File: config.mk
export PLATFORM = sky130hd
export DESIGN_NAME = seg7_scan_driver_flat
export DESIGN_NICKNAME = d
export VERILOG_FILES = /design/src/rtl/seg7_scan_driver_if.sv /design/src/rtl/seg7_scan_driver.sv /design/src/flat_wrapper.sv
export SDC_FILE = /design/constraint.sdc
export NUM_CORES = 1
export LEC_CHECK = 0
export ABC_AREA = 1
export CAP_MARGIN = 20
export CORE_MARGIN = 3
export CORE_UTILIZATION = 35
export DETAILED_ROUTE_END_ITERATION = 10
export HOLD_SLACK_MARGIN = 0.08
export PLACE_DENSITY = 0.66
export SYNTH_ARGS = -nofsm -noshare
export SYNTH_HDL_FRONTEND = slang
export SYNTH_SLANG_ARGS = --single-unit
export TNS_END_PERCENT = 5
File: constraint.sdc
create_clock -name clk -period 1.5 [get_ports clk]
set_input_delay 0.3 -clock clk [delete_from_list [all_inputs] [get_ports clk]]
set_output_delay 0.3 -clock clk [all_outputs]
set_load 0.03 [all_outputs]
File: src/rtl/seg7_scan_driver_if.sv
// Display-side bundle: BCD digits, blink controls and the multiplexed segment drive.
// master sources digits/controls and observes the display lines; slave is the scan driver.
interface seg7_scan_driver_if;
    logic       tick_1hz;
    logic [3:0] Ht;
    logic [3:0] Hu;
    logic [3:0] Mt;
    logic [3:0] Mu;
    logic [3:0] blink_mask;
    logic [3:0] an;
    logic [6:0] seg;
    logic       dp;

    modport master (
        output tick_1hz, Ht, Hu, Mt, Mu, blink_mask,
        input  an, seg, dp
    );

    modport slave (
        input  tick_1hz, Ht, Hu, Mt, Mu, blink_mask,
        output an, seg, dp
    );
endinterface

File: src/rtl/seg7_scan_driver.sv
// Four-digit multiplexed 7-segment scanner with anti-ghost blanking, hour leading-zero
// suppression, seconds dp blink and per-digit blink; outputs registered 1 clk behind state, no backpressure.
module seg7_scan_driver #(
    parameter int CLK_HZ     = 100_000_000,
    parameter int REFRESH_HZ = 1000,
    parameter int BLANK_CYC  = 1000,
    parameter bit LZ_BLANK   = 1'b1
) (
    input  logic              clk,
    input  logic              rst,
    seg7_scan_driver_if.slave bus
);
    localparam int DIV   = CLK_HZ / (REFRESH_HZ * 4);
    localparam int CNT_W = $clog2(DIV);
    localparam logic [CNT_W-1:0] CNT_MAX = CNT_W'(DIV - 1);
    localparam logic [CNT_W-1:0] BLANK_C = CNT_W'(BLANK_CYC);

    logic [CNT_W-1:0] cnt_q, cnt_d;
    logic [1:0]       idx_q, idx_d;
    logic             phase_q, phase_d;
    logic [3:0]       cur_q, cur_d;
    logic [3:0]       an_q, an_d;
    logic [6:0]       seg_q, seg_d;
    logic             dp_q, dp_d;

    logic             lz_off;
    logic             blink_off;
    logic             digit_on;

    function automatic logic [6:0] decode(input logic [3:0] v);
        logic [6:0] s;
        case (v)
            4'd0:    s = 7'b1000000;
            4'd1:    s = 7'b1111001;
            4'd2:    s = 7'b0100100;
            4'd3:    s = 7'b0110000;
            4'd4:    s = 7'b0011001;
            4'd5:    s = 7'b0010010;
            4'd6:    s = 7'b0000010;
            4'd7:    s = 7'b1111000;
            4'd8:    s = 7'b0000000;
            4'd9:    s = 7'b0010000;
            default: s = 7'b0111111;
        endcase
        return s;
    endfunction

    always_comb begin
        cnt_d   = cnt_q + 1'b1;
        idx_d   = idx_q;
        cur_d   = cur_q;
        phase_d = phase_q ^ bus.tick_1hz;

        // Digit for the upcoming slot is captured once, at the boundary
        if (cnt_q == CNT_MAX) begin
            cnt_d = '0;
            idx_d = idx_q + 2'd1;
            case (idx_d)
                2'd0:    cur_d = bus.Mu;
                2'd1:    cur_d = bus.Mt;
                2'd2:    cur_d = bus.Hu;
                default: cur_d = bus.Ht;
            endcase
        end

        lz_off    = LZ_BLANK && (idx_q == 2'd3) && (cur_q == 4'd0);
        blink_off = bus.blink_mask[idx_q] && phase_q;
        digit_on  = (cnt_q >= BLANK_C) && !lz_off && !blink_off;

        an_d  = digit_on ? ~(4'b0001 << idx_q) : 4'b1111;
        seg_d = decode(cur_q);
        dp_d  = !(digit_on && (idx_q == 2'd2) && !phase_q);
    end

    always_ff @(posedge clk) begin
        if (rst) begin
            cnt_q   <= '0;
            idx_q   <= 2'd0;
            phase_q <= 1'b0;
            cur_q   <= 4'd0;
            an_q    <= 4'b1111;
            seg_q   <= 7'b1111111;
            dp_q    <= 1'b1;
        end else begin
            cnt_q   <= cnt_d;
            idx_q   <= idx_d;
            phase_q <= phase_d;
            cur_q   <= cur_d;
            an_q    <= an_d;
            seg_q   <= seg_d;
            dp_q    <= dp_d;
        end
    end

    assign bus.an  = an_q;
    assign bus.seg = seg_q;
    assign bus.dp  = dp_q;
endmodule

File: src/flat_wrapper.sv
// flat-port wrapper written by rule: the top's interface ports become plain ports
module seg7_scan_driver_flat 
#(
    parameter int CLK_HZ     = 100_000_000,
    parameter int REFRESH_HZ = 1000,
    parameter int BLANK_CYC  = 1000,
    parameter bit LZ_BLANK   = 1'b1
)
  (clk, rst, bus_tick_1hz, bus_Ht, bus_Hu, bus_Mt, bus_Mu, bus_blink_mask, bus_an, bus_seg, bus_dp);
  seg7_scan_driver_if bus_i ();
  input  logic clk;
  input  logic rst;
  input wire logic [$bits(bus_i.tick_1hz)-1:0] bus_tick_1hz;
  input wire logic [$bits(bus_i.Ht)-1:0] bus_Ht;
  input wire logic [$bits(bus_i.Hu)-1:0] bus_Hu;
  input wire logic [$bits(bus_i.Mt)-1:0] bus_Mt;
  input wire logic [$bits(bus_i.Mu)-1:0] bus_Mu;
  input wire logic [$bits(bus_i.blink_mask)-1:0] bus_blink_mask;
  output wire logic [$bits(bus_i.an)-1:0] bus_an;
  output wire logic [$bits(bus_i.seg)-1:0] bus_seg;
  output wire logic [$bits(bus_i.dp)-1:0] bus_dp;
  assign bus_i.tick_1hz = bus_tick_1hz;
  assign bus_i.Ht = bus_Ht;
  assign bus_i.Hu = bus_Hu;
  assign bus_i.Mt = bus_Mt;
  assign bus_i.Mu = bus_Mu;
  assign bus_i.blink_mask = bus_blink_mask;
  assign bus_an = bus_i.an;
  assign bus_seg = bus_i.seg;
  assign bus_dp = bus_i.dp;
  seg7_scan_driver #(.CLK_HZ(CLK_HZ), .REFRESH_HZ(REFRESH_HZ), .BLANK_CYC(BLANK_CYC), .LZ_BLANK(LZ_BLANK)) u_core (.clk(clk), .rst(rst), .bus(bus_i));
endmodule
==> results.toml, run 1 <==
[sta]
setup_viol_count_final = 0
fin_ws_ns = 0.139
max-slew-margin-rel_pct = 75.1
rsz0062_at_grt = "no"
max_freq_mhz = 735
hold_ws_ns = 0.490
fin_setup_tns_ns = 0
fin_crit_sh_pct = 90.7
drv_slew = 0
hold_violations = 0
clock_skew_ns = 0.00376
tightestPinTransition_ns = 0.372
finalWorstPathRequiredPeriod_ns = 1.36

[grt]
grt_pass1_vias = 1670
grt_first_pass_wirelength_mm = 6.99
grt-ovfl-total = 0
grt_max_degree = 15
antenna_found_initial = 0
globalRouteTotalUtil_pct = 13.8

[critical_path]
crit_buf_inv = 1
worst_ep_required_time_ns = 1.66
critPathCaptureType = "flop"
timing.rr.end = "u_core.bus.an[1]$_SDFF_PP1_"
cpMaxStageDelayCell = "dfxtp_1"
r2r_slack_ns = 0.14
critical-path-top-delay-family = "flip-flops"
cpPeakStageDelay_ns = 0.41
worstPathCellList = "inv_1 > ha_1 > a31oi_1 > nand4_1"
start_kind = "flop"
r2r_start = "u_core.cur_q[0]$_SDFFE_PP0P_"
reg2reg_depth = 4
crit_path_max_fanout = 5
crit_type = "reg -> reg"
cp_data_arrival_time_ns = 1.52

[layout]
insertedDiodeCount = 0
drive_gt1_share_pct = 9.06
nFillCells = 547
layout.nets = 365
seq_area_sq_um = 682
mostFrequentLayoutCells = "90 x nand2_1, 37 x nor2_1, 34 x inv_1"
multi_input_area_sq_um = 1060
syn_to_final_growth_pct = 29.3
final_common_cell = "nand2_1"
final_cell_count_no_fill = 401

[routing]
ant_nets = 0
first_pass_iters = 4
viasPerCell = 4.64
drt-total-wl_mm = 4.13
vias = 1860
detail_route.wl_per_cell_um = 10.3
post-route-drc-count = 0
drt-initial-drc-count = 74

[floorplan]
die_y_um = 79.4
dieWidth_um = 79.4
io-pin-count = 35
fp-row-count = 26
dieArea_sq_um = 6300
core-area_sq_um = 5170
initial_core_util_pct = 36.5

[place]
place_congestion = 0.866
post-place-ws_ns = 0.0289
dp_cells = 393
io_buffers = 34
dp_hpwl_mm = 3.26

[yosys]
postSynthAreaPerCell_sq_um = 6.66
synth.top_cell.area_share_pct = 36.1
ys_types = 22
syn_inst = 283
synth_seq_area_share_pct = 36.1
synthTopCellsByArea = "dfxtp_1 36%, nand2_1 18%, nand3_1 8.8%"
yosysWarnings = 0
syn-num-nets = 318
syn-cell-area_sq_um = 1890
ys_seq_elements = 34
synth_area_leader_cell = "dfxtp_1"

[worst_hold_path]
hold_start = "u_core.cnt_q[3]$_SDFF_PP0_"
hold_class = "reg -> reg"
holdPathEnd = "u_core.cnt_q[3]$_SDFF_PP0_"
min_path_cells = 2

[clock_network]
ctsHoldBuffers = 0
insertion_delay_ns = 0.29
cts_tree = "built"
cts_buffers = 5
cts.sinks = 34
clk_pin_slew_ns = 0.07
htreeDepth = 2
cts.path.max_buffers = 2
root_buffer = "clkbuf_8"

[pwr]
p_leak_nw = 1.02
ir_drop_uv = 595
p_per_area_nw_per_um2 = 738

[status]
status = "complete, no violations"

[flow_run]
drv_cap = 0
## kinds of logic after synthesis
| group | count (synthesis) | synth area share [%] |
|---|---|---|
| simple gates | 180 | 41.5 |
| flops | 34 | 36.1 |
| fa+ha+maj | 12 | 7.96 |
| xor+xnor | 4 | 1.86 |
| buf+inv | 37 | 7.96 |
| compound gates | 16 | 4.65 |
## cell usage after synthesis, drive strengths merged
| library cell | number |
|---|---|
| o211ai | 1 |
| a21oi | 8 |
| a31oi | 1 |
| nand3 | 33 |
| or2 | 2 |
| nor2 | 43 |
| ha | 12 |
| o21ai | 6 |
| inv | 35 |
| nand2 | 92 |
| xor2 | 1 |
| nand4 | 10 |
| clkbuf | 1 |
| xnor2 | 3 |
| dfxtp | 34 |
| buf | 1 |
## power by group
part / switching [mW] / leakage, nW / internal (mW)
Combinational: 0.0718 / 0.700 / 0.0911
Clock: 0.336 / 0.0472 / 0.369
Sequential: 0.0108 / 0.278 / 0.921
## stage by stage
stage / power [mW] / utilization [%] / cell area (sq um)
global placement: 1.12 / 45.5 / 2350
floorplan: 1.03 / - / 1890
finish: 1.80 / 47.1 / 2440
CTS: 1.82 / 47.1 / 2430
detailed placement: 1.12 / 45.5 / 2350
global route: 1.88 / 47.1 / 2440
## flip-flops by register name (all words and copies together), names as in the netlist
register,flops
u_core.cnt_q,15
u_core.idx_q,2
u_core.bus.an,4
u_core.bus.dp,1
u_core.phase_q,1
u_core.bus.seg,7
u_core.cur_q,4
## routing by layer
metal  global-route usage [%]  up-vias  routed length [um]
met1                     17.9      838                1900
li1                         -      986                   -
met5                        0        -                   0
met4                     4.81        0                  27
met3                     3.50        4                 188
met2                     22.4       32                2010
## layout make-up
class / instances / area share, %
timing repair buffer: 42 / 15.8
clock buffer: 6 / 3.39
clock inverter: 2 / 0.513
tap: 70 / 3.59
sequential: 34 / 28.0
multi-input combinational: 212 / 43.4
inverter: 35 / 5.39
## tightest hold or removal path, delay by kind of cell, from the launching register on
kind / cells / cell delay [ns]
AOI/OAI and AO/OA: 1 / 0.06
DFF: 1 / 0.32
and+or+nand+nor: 1 / 0.07
## worst max-delay path by stage
stage / from / endpoint / depth (start not counted)
5_1_grt: u_core.idx_q[0]$_SDFFE_PP0P_ / u_core.cur_q[1]$_SDFFE_PP0P_ / 8
2_1_floorplan: u_core.cnt_q[0]$_SDFF_PP0_ / u_core.cnt_q[6]$_SDFF_PP0_ / 7
3_5_place_dp: rst / u_core.cnt_q[10]$_SDFF_PP0_ / 4
3_3_place_gp: rst / u_core.cnt_q[4]$_SDFF_PP0_ / 4
4_1_cts: u_core.cnt_q[1]$_SDFF_PP0_ / u_core.cnt_q[8]$_SDFF_PP0_ / 6
6_report: u_core.cur_q[0]$_SDFFE_PP0P_ / u_core.bus.an[1]$_SDFF_PP1_ / 4
## timing repair
item                                    CTS  global route
cloned                                    0             0
gates resized for setup                  12             2
buffers inserted                          0             0
endpoints found under the setup margin   12             9
No activity file was read; power rests on OpenSTA's default activity.
==> run 2, diff against run 1 <==
--- a/config.mk
+++ b/config.mk
@@ -11,7 +11,6 @@
 export CORE_UTILIZATION = 35
 export DETAILED_ROUTE_END_ITERATION = 10
 export HOLD_SLACK_MARGIN = 0.08
-export PLACE_DENSITY = 0.66
 export SYNTH_ARGS = -nofsm -noshare
 export SYNTH_HDL_FRONTEND = slang
 export SYNTH_SLANG_ARGS = --single-unit
==> run 2 against run 1 <==
Non-clock buffer count fell by 1. Via count fell by 2.8%. Final cell count fell by 0.50%. Sequential share of layout area fell by 0.21 points. Critical path depth rose by 2. Register-to-register slack barely moved. Combinational power barely moved. Utilization rose by 0.36 points. Largest power group unchanged.
==> results.toml, run 2 (synthesized netlist as in run 1, its figures left out) <==
[status]
status = "complete, no violations"

[clock_network]
cts.sinks = 34
clk_pin_slew_ns = 0.07
cts.path.max_buffers = 2
cts_tree = "built"
cts_setup_buffers = 0
root_buffer = "clkbuf_8"
htreeDepth = 2
insertion_delay_ns = 0.28
cts_buffers = 5

[grt]
globalRouteTotalUtil_pct = 13.9
antenna_found_initial = 0
grt_max_degree = 15
grt_pass1_vias = 1616
grt-ovfl-total = 0
grt_first_pass_wirelength_mm = 6.91

[critical_path]
cp_data_arrival_time_ns = 1.52
critPathCaptureType = "flop"
crit_path_max_fanout = 14
start_kind = "flop"
crit_type = "reg -> reg"
worst_ep_required_time_ns = 1.67

[layout]
layout.nets = 364
insertedDiodeCount = 0
nFillCells = 548
mostFrequentLayoutCells = "90 x nand2_1, 36 x nor2_1, 34 x inv_1"
final_common_cell = "nand2_1"
top_register = "u_core.cnt_q"
drive_gt1_share_pct = 9.12
finalInstanceArea_sq_um = 2460
final_core_util_pct = 47.5
syn_to_final_growth_pct = 30.3
largest_reg_flops = 15

[sta]
max-slew-margin-rel_pct = 75.7
clock_skew_ns = 0.00184
finalWorstPathRequiredPeriod_ns = 1.35
max_freq_mhz = 742
hold_violations = 0
fin_setup_tns_ns = 0
fin_crit_sh_pct = 89.8
setup_viol_count_final = 0
rsz0062_at_grt = "no"
drv_slew = 0
tightestPinTransition_ns = 0.364

[routing]
drt-initial-drc-count = 63
first_pass_iters = 4
post-route-drc-count = 0
vias = 1807
viasPerCell = 4.53
ant_nets = 0
detail_route.wl_per_cell_um = 10.3
drt-total-wl_mm = 4.12

[pwr]
ir_drop_uv = 447
p_leak_nw = 1.03
p_per_area_nw_per_um2 = 792

[floorplan]
dieArea_sq_um = 6300
initial_core_util_pct = 36.5
fp-row-count = 26
dieWidth_um = 79.4
core-area_sq_um = 5170
die_y_um = 79.4
io-pin-count = 35

[worst_hold_path]
hold_class = "reg -> reg"

[flow_run]
drv_cap = 0

[place]
placed_area_sq_um = 2350
dp_hpwl_mm = 3.24
io_buffers = 34
place_congestion = 0.880
run 2: changes by cell type in the layout (fill, tap and decap cells not counted):
cell | before | now
a31oi_1 | 1 | 0
a31oi_2 | 0 | 1
nor2_2 | 4 | 5
bufinv_16 | 0 | 1
nor2_1 | 37 | 36
buf_4 | 8 | 7
clkinvlp_4 | 1 | 0
clkinv_2 | 1 | 0
run 2: worst max-delay path: stages, from the launching register on:
cell	delay, ns
dfxtp_1	0.36
ha_2	0.26
nand3_1	0.10
nor2_2	0.14
nand2_2	0.11
nand2_4	0.18
nor2_1	0.07
run 2: timing repair:
item,CTS,global route
gates cloned,0,0
hold buffers,0,0
setup endpoints to repair,12,22
resized for setup,12,4
run 2: cell type report:
cell class / count / area (sq um) / share of cell area, %
clock inverter: 1 / 30.0 / 1.22
clock buffer: 6 / 82.6 / 3.36
sequential: 34 / 682 / 27.7
tap: 70 / 87.6 / 3.56
timing repair buffer: 41 / 378 / 15.4
inverter: 35 / 131 / 5.35
multi-input combinational: 212 / 1070 / 43.4
run 2: final timing paths:
check	to	from	slack [ns]	depth (start not counted)
min reg2reg	u_core.cnt_q[3]$_SDFF_PP0_	u_core.cnt_q[3]$_SDFF_PP0_	0.48	2
max reg2reg	u_core.cnt_q[7]$_SDFF_PP0_	u_core.cnt_q[1]$_SDFF_PP0_	0.15	6
min	u_core.cnt_q[3]$_SDFF_PP0_	u_core.cnt_q[3]$_SDFF_PP0_	0.48	2
max	u_core.cnt_q[7]$_SDFF_PP0_	u_core.cnt_q[1]$_SDFF_PP0_	0.15	6
run 2: report_power, final:
| part | leakage, nW | internal [mW] | switching [mW] |
|---|---|---|---|
| Clock | 0.0573 | 0.531 | 0.321 |
| Combinational | 0.695 | 0.0899 | 0.0722 |
| Sequential | 0.278 | 0.921 | 0.0106 |
| Total | 1.03 | 1.54 | 0.403 |
run 2: metal layers:
layer  GRT usage [%]  part of all wire (%)
met1            18.7                    52
met3            3.84                   4.0
met4            6.01                   1.9
met5               0                     0
met2            20.5                    42
run 2: through the flow:
stage	worst slack, ns	instances	power, mW	hold WS, ns
after CTS	0.0651	399	1.97	0.480
final	0.152	399	1.95	0.481
after detailed placement	0.0638	392	1.12	0.469
after global placement	0.0724	392	1.12	0.472
after floorplan	0.235	283	1.03	0.372
after global routing	0.0321	399	2.03	0.498
